## src/rtl/mem_responder_pkg.sv

```systemverilog
// ---------------------------------------------------------------------------
// mem_resp_pkg
// Shared definitions for the mem_responder slice:
//   - state_t   : responder FSM encoding (also exported on the debug port)
//   - WEB_NONE  : active-low byte-enable value meaning "no write"
//   - LAT_MIN / LAT_MAX : legal range of the LATENCY parameter
//   - CNT_W     : width of the wait counter, wide enough for LAT_MAX-1
// ---------------------------------------------------------------------------
package mem_resp_pkg;

  localparam int          LAT_MIN  = 2;
  localparam int          LAT_MAX  = 15;
  localparam int          CNT_W    = 4;
  localparam logic [3:0]  WEB_NONE = 4'hF;

  typedef enum logic [1:0] {
    ST_IDLE   = 2'd0,
    ST_R_WAIT = 2'd1,
    ST_R_DONE = 2'd2,
    ST_W_WAIT = 2'd3
  } state_t;

endpackage

```

## src/rtl/mem_lat_counter.sv

```systemverilog
// ---------------------------------------------------------------------------
// mem_lat_counter
// Down-counter used to time SRAM wait cycles.
// Ports:
//   clk, rst     : clock and synchronous active-high reset (count -> 0)
//   i_load       : load i_load_val (has priority over decrement)
//   i_load_val   : value to load
//   i_dec        : decrement by one; saturates at zero
//   o_cnt        : current count
//   o_zero       : high when the count is zero
// ---------------------------------------------------------------------------
module mem_lat_counter
  import mem_resp_pkg::*;
#(
  parameter int W = CNT_W
) (
  input  logic         clk,
  input  logic         rst,
  input  logic         i_load,
  input  logic [W-1:0] i_load_val,
  input  logic         i_dec,
  output logic [W-1:0] o_cnt,
  output logic         o_zero
);

  logic [W-1:0] r_cnt;

  always_ff @(posedge clk) begin
    if (rst) begin
      r_cnt <= '0;
    end else if (i_load) begin
      r_cnt <= i_load_val;
    end else if (i_dec && (r_cnt != '0)) begin
      r_cnt <= r_cnt - W'(1);
    end
  end

  assign o_cnt  = r_cnt;
  assign o_zero = (r_cnt == '0);

endmodule

```

## src/rtl/mem_responder.sv

```systemverilog
// ---------------------------------------------------------------------------
// mem_responder
// Bridges a stalling CPU data port onto a synchronous SRAM with a fixed
// number of wait cycles per access.
//
// Handshake: the CPU raises OE (read) or any WEB bit low (write) and must
// hold the request unchanged while Stall is high. A read completes with a
// one-cycle rDone strobe, DO valid from that cycle on; a write completes
// when Stall drops. Requests presented during the rDone cycle are not
// accepted until the following cycle.
//
// Ports:
//   clk, rst        : clock, synchronous active-high reset
//   OE, WEB, A, DI  : CPU read request, byte write enables (active low),
//                     byte address, write data
//   DO, Stall, rDone: read data, CPU freeze, read-complete strobe
//   SRAM_*          : SRAM select, read enable, byte write enables,
//                     word address, write data, read data
//   o_dbg_state     : current FSM state for observation
// ---------------------------------------------------------------------------
module mem_responder
  import mem_resp_pkg::*;
#(
  parameter int LATENCY = 2,
  parameter int ADDR_W  = 14
) (
  input  logic              clk,
  input  logic              rst,
  input  logic              OE,
  input  logic [3:0]        WEB,
  input  logic [31:0]       A,
  input  logic [31:0]       DI,
  output logic [31:0]       DO,
  output logic              Stall,
  output logic              rDone,
  output logic              SRAM_CS,
  output logic              SRAM_OE,
  output logic [3:0]        SRAM_WEB,
  output logic [ADDR_W-1:0] SRAM_A,
  output logic [31:0]       SRAM_DI,
  input  logic [31:0]       SRAM_DO,
  output state_t            o_dbg_state
);

  generate
    if (LATENCY < LAT_MIN || LATENCY > LAT_MAX) begin : g_bad_latency
      $error("mem_responder: LATENCY out of range");
    end
  endgenerate

  state_t            r_state;
  state_t            w_next;
  logic [ADDR_W-1:0] r_addr;
  logic [3:0]        r_web;
  logic [31:0]       r_di;
  logic [31:0]       r_do;
  // Marks the first W_WAIT cycle so the SRAM sees exactly one write strobe.
  logic              r_first;

  logic              w_write;
  logic              w_req;
  logic              w_load;
  logic              w_dec;
  logic              w_capture;
  logic [CNT_W-1:0]  w_cnt;
  logic              w_zero;

  // Byte offset and high address bits are intentionally dropped (aliasing).
  logic              w_unused_addr;
  assign w_unused_addr = ^{A[31:ADDR_W+2], A[1:0], w_cnt};

  assign w_write = (WEB != WEB_NONE);
  assign w_req   = OE | w_write;

  mem_lat_counter #(
    .W(CNT_W)
  ) u_lat_counter (
    .clk        (clk),
    .rst        (rst),
    .i_load     (w_load),
    .i_load_val (CNT_W'(LATENCY - 1)),
    .i_dec      (w_dec),
    .o_cnt      (w_cnt),
    .o_zero     (w_zero)
  );

  always_comb begin
    w_next    = r_state;
    w_load    = 1'b0;
    w_dec     = 1'b0;
    w_capture = 1'b0;
    unique case (r_state)
      ST_IDLE: begin
        if (w_req) begin
          w_load = 1'b1;
          // A write wins over a simultaneous read; the read is dropped.
          w_next = w_write ? ST_W_WAIT : ST_R_WAIT;
        end
      end
      ST_R_WAIT: begin
        if (w_zero) begin
          w_capture = 1'b1;
          w_next    = ST_R_DONE;
        end else begin
          w_dec = 1'b1;
        end
      end
      ST_R_DONE: begin
        w_next = ST_IDLE;
      end
      ST_W_WAIT: begin
        if (w_zero) begin
          w_next = ST_IDLE;
        end else begin
          w_dec = 1'b1;
        end
      end
      default: begin
        w_next = ST_IDLE;
      end
    endcase
  end

  always_ff @(posedge clk) begin
    if (rst) begin
      r_state <= ST_IDLE;
      r_addr  <= '0;
      r_web   <= '0;
      r_di    <= '0;
      r_do    <= '0;
      r_first <= 1'b0;
    end else begin
      r_state <= w_next;
      r_first <= w_load & w_write;
      if (w_load) begin
        r_addr <= A[ADDR_W+1:2];
        r_web  <= WEB;
        r_di   <= DI;
      end
      if (w_capture) begin
        r_do <= SRAM_DO;
      end
    end
  end

  // Stall's IDLE term is combinational so the CPU freezes in the request cycle.
  assign Stall    = ((r_state == ST_IDLE) && w_req) ||
                    (r_state == ST_R_WAIT) || (r_state == ST_W_WAIT);
  assign rDone    = (r_state == ST_R_DONE);
  assign SRAM_CS  = (r_state == ST_R_WAIT) || (r_state == ST_W_WAIT);
  assign SRAM_OE  = (r_state == ST_R_WAIT);
  assign SRAM_WEB = ((r_state == ST_W_WAIT) && r_first) ? r_web : WEB_NONE;
  assign SRAM_A   = r_addr;
  assign SRAM_DI  = r_di;
  assign DO       = r_do;

  assign o_dbg_state = r_state;

endmodule

```

## config.mk

```make
export PLATFORM = sky130hd
export DESIGN_NAME = mem_responder
export DESIGN_NICKNAME = d
export VERILOG_FILES = /design/src/rtl/mem_responder_pkg.sv /design/src/rtl/mem_lat_counter.sv /design/src/rtl/mem_responder.sv
export SDC_FILE = /design/constraint.sdc
export NUM_CORES = 1
export LEC_CHECK = 0
export ABC_AREA = 1
export BUFFER_PORTS_ARGS = -buffer_cell sky130_fd_sc_hd__clkbuf_2
export CAP_MARGIN = 10
export CORE_UTILIZATION = 35
export CTS_BUF_LIST = sky130_fd_sc_hd__clkbuf_2
export CTS_CLUSTER_SIZE = 40
export DETAILED_ROUTE_END_ITERATION = 8
export SLEW_MARGIN = 20
export SYNTH_ARGS = -nofsm -noshare
export SYNTH_HDL_FRONTEND = slang
export SYNTH_SLANG_ARGS = --single-unit
```

## constraint.sdc

```tcl
create_clock -name clk -period 1.4 [get_ports clk]
set_input_delay 0.28 -clock clk [delete_from_list [all_inputs] [get_ports clk]]
set_output_delay 0.28 -clock clk [all_outputs]
set_load 0.05 [all_outputs]
```

==> results by group <==
Status
  – Status: finished with violations
  – Failing checks: negative setup slack

Route
  – Routed Antenna Nets: 0
  – Vias: approximately 4300
  – Initial DRC count: 254
  – Final WL: 14500 um
  – Via density per instance: 4.89
  – Detailed Routing Iterations Pass 1: 6
  – # DRC: 0
  – Wire per inst: 16.6 um

GRT
  – Total Routing Usage GR: 0.217
  – Routing usage on met3: 0.0589
  – Met2 Use GR: 0.398
  – Number of global-route vias before repair: 3972
  – Antenna violations before repair: 0
  – Largest net degree at the start of global routing: 53
  – Grt total ovfl: 0
  – Busiest grt layer: met2
  – Global-route wire length before repair: 18900 um
  – Routing usage on met1: 0.237

Clock tree
  – Clock buffer count from CTS: 9
  – CTS tree: yes
  – CTS root buf: clkbuf_2
  – Worst-Skew Late Latency: 0.58 ns
  – Htree depth: 3
  – Clk sinks: 89
  – Clock tree buffer depth: 2
  – Clock transition at path regs: 0.25 ns

STA
  – Max Clk Rate: 587 MHz
  – Final setup margin: -0.302 ns
  – Final setup viols: 70
  – Slew of the pin with the lowest slew margin: 0.353 ns
  – Fin crit period: 1.70 ns
  – Final Hold Fails: 0
  – Setup Total Neg Slack: -7.34 ns
  – Fin crit share: 1.22
  – Relative slew slack: 0.762
  – Hold_ws: roughly 0.047 ns
  – RSZ-0062 raised after global routing: yes
  – Slew Limit Fails: 0
  – Clock Skew: 0.0568 ns

Synth
  – Count of cell types in the netlist: 20
  – Yosys warnings: 0
  – Syn Inst Count: 483
  – Syn Area/Cell: 7.56 um2
  – Synth area leader: dfxtp_1
  – Sequential area share after synthesis: 0.488
  – #FFs+latches synth: 89
  – Top post-synthesis cells by area: dfxtp_1, nor2_1, nand3b_1
  – Yosys top cell area share: 0.488
  – Synth Cell Area: 3650 um2
  – Syn_nets: a little under 600

Setup path
  – CP Cell Sequence: and3_4, nand2_2, buf_8
  – Critical path buffers and inverters: 1
  – Worst-path maximum fanout: 4
  – Worst Path Required: between 1 and 1.5 ns
  – Worst EP arrival: roughly 1.4 ns
  – Crit-path max cell delay: 0.44 ns
  – CP Capture Type: primary output
  – Cell family with most CP delay: flip-flops
  – Setup Crit Path Kind: flip-flop to primary output
  – Slowest CP cell: dfxtp_4
  – Crit start category: flip-flop

Finish
  – Finished Cell Area: about 7600 um2
  – Layout cells sized above 1: 0.507
  – Area Overhead vs Synth: 107%
  – Final net count: 840
  – Antenna cells: 0
  – Non-Filler Instances: 874
  – Most frequent cells in the layout: clkbuf_2, nor2_1, dlygate4sd3_1, nand2_1, buf_8
  – Fin util: 0.760
  – Commonest non-fill, non-tap cell in the layout: clkbuf_2
  – # fillers: 659

Place
  – Dpl hpwl: around 6400 um
  – Dpl cells: 766
  – Final Wtd Congestion: 0.789
  – Post-DP Area: 4750 um2
  – IO buf count: between 150 and 200

Pwr
  – Power per standard cell area: roughly 1500 nW/um2
  – Max IR drop VDD: 811 uV
  – Leakage power: 3.38 nW

Die
  – Chip Height: 104 um
  – Core Rows: 36
  – # IOs: 191
  – Die area: 10800 um2
  – Initial Utilization: 0.367
  – Die Width: approximately 100 um
  – Core Footprint: 9950 um2

Hold path
  – HP Class: primary input to flip-flop

Job
  – Max-cap viol count: 0
## cell usage after synthesis, drive strengths merged
| cell type | count |
|---|---|
| dfxtp | 89 |
| ha | 1 |
| and3 | 1 |
| buf | 19 |
| o21ai | 34 |
| xor2 | 1 |
| nand2 | 73 |
| a21oi | 53 |
| clkinv | 1 |
| nand3b | 51 |
| inv | 14 |
| nor2 | 122 |
| clkbuf | 19 |
| nand3 | 5 |
## timing repair
item	in CTS	in global routing
gates cloned	0	7
gates resized for setup	290	193
hold buffers	68	2
buffers inserted	5	10
hold endpoints to repair	69	2
setup endpoints to repair	88	124
pin swaps	5	36
## final cells by class
type | count | area (um2) | area share
Clock inverter | 7 | 76.3 | 0.0101
Tap cell | 133 | 166 | 0.0220
Clock buffer | 9 | 45.0 | 0.00595
Multi-Input combinational cell | 341 | 1980 | 0.261
Inverter | 15 | 63.8 | 0.00843
Sequential cell | 89 | 1950 | 0.258
Timing Repair Buffer | 280 | 3280 | 0.434
## layer usage
layer | part of all wire | routed length [um] | up-vias
met2 | 0.55 | 7990 | 177
met5 | 0 | 0 | -
met1 | 0.37 | 5410 | 1993
met3 | 0.055 | 807 | 29
li1 | - | - | 2071
met4 | 0.023 | 335 | 0
## through the flow
step | worst slack (ns) | power, mW
final | -0.302 | 11.3
after global routing | -0.410 | 11.8
after detailed placement | 0.0763 | 7.31
after CTS | -0.349 | 10.2
after floorplan | -0.0765 | 6.28
after global placement | 0.0904 | 7.23
## kinds of logic (layout without fill, tap and decap cells)
logic type | count (synthesis) | count (layout) | share of synthesized area
AOI/OAI and AO/OA | 87 | 87 | 0.119
DFF | 89 | 89 | 0.488
and+or+nand+nor | 252 | 252 | 0.320
xor gates and xnor gates | 1 | 1 | 0.00240
adders and majority gates | 1 | 1 | 0.00343
buffers and inverters | 53 | 311 | 0.0672
## registers in the layout, summed over array words and instances, names as in the netlist
signal / cells
DO: 32
u_lat_counter.o_cnt: 4
SRAM_A: 14
r_web: 4
SRAM_DI: 32
o_dbg_state: 2
r_first: 1
## report_power, final
group	internal (mW)	leakage [nW]	switching [mW]	total [mW]
Clock	0.434	0.0714	0.973	1.41
Combinational	2.89	2.53	3.30	6.19
Sequential	3.14	0.771	0.519	3.65
## worst reg2reg max path, cell delays in order (launching register included)
cell and delay (ns):
dfxtp_1 0.43, nor2_1 0.28, nand3_4 0.25, inv_6 0.17, clkbuf_16 0.21, nor2_2 0.05, nor2_1 0.13
## final timing paths
kind                               endpoint                    from  slack [ns]  cells after the start
worst max-delay path            SRAM_WEB[0]          o_dbg_state[0]       -0.30                      3
worst min-delay path              SRAM_A[0]                    A[2]        0.05                      4
worst max register to register       DO[13]  u_lat_counter.o_cnt[2]       -0.22                      6
worst min register to register     r_web[2]                r_web[2]        0.52                      2
Power figures use the tool's default switching activity.
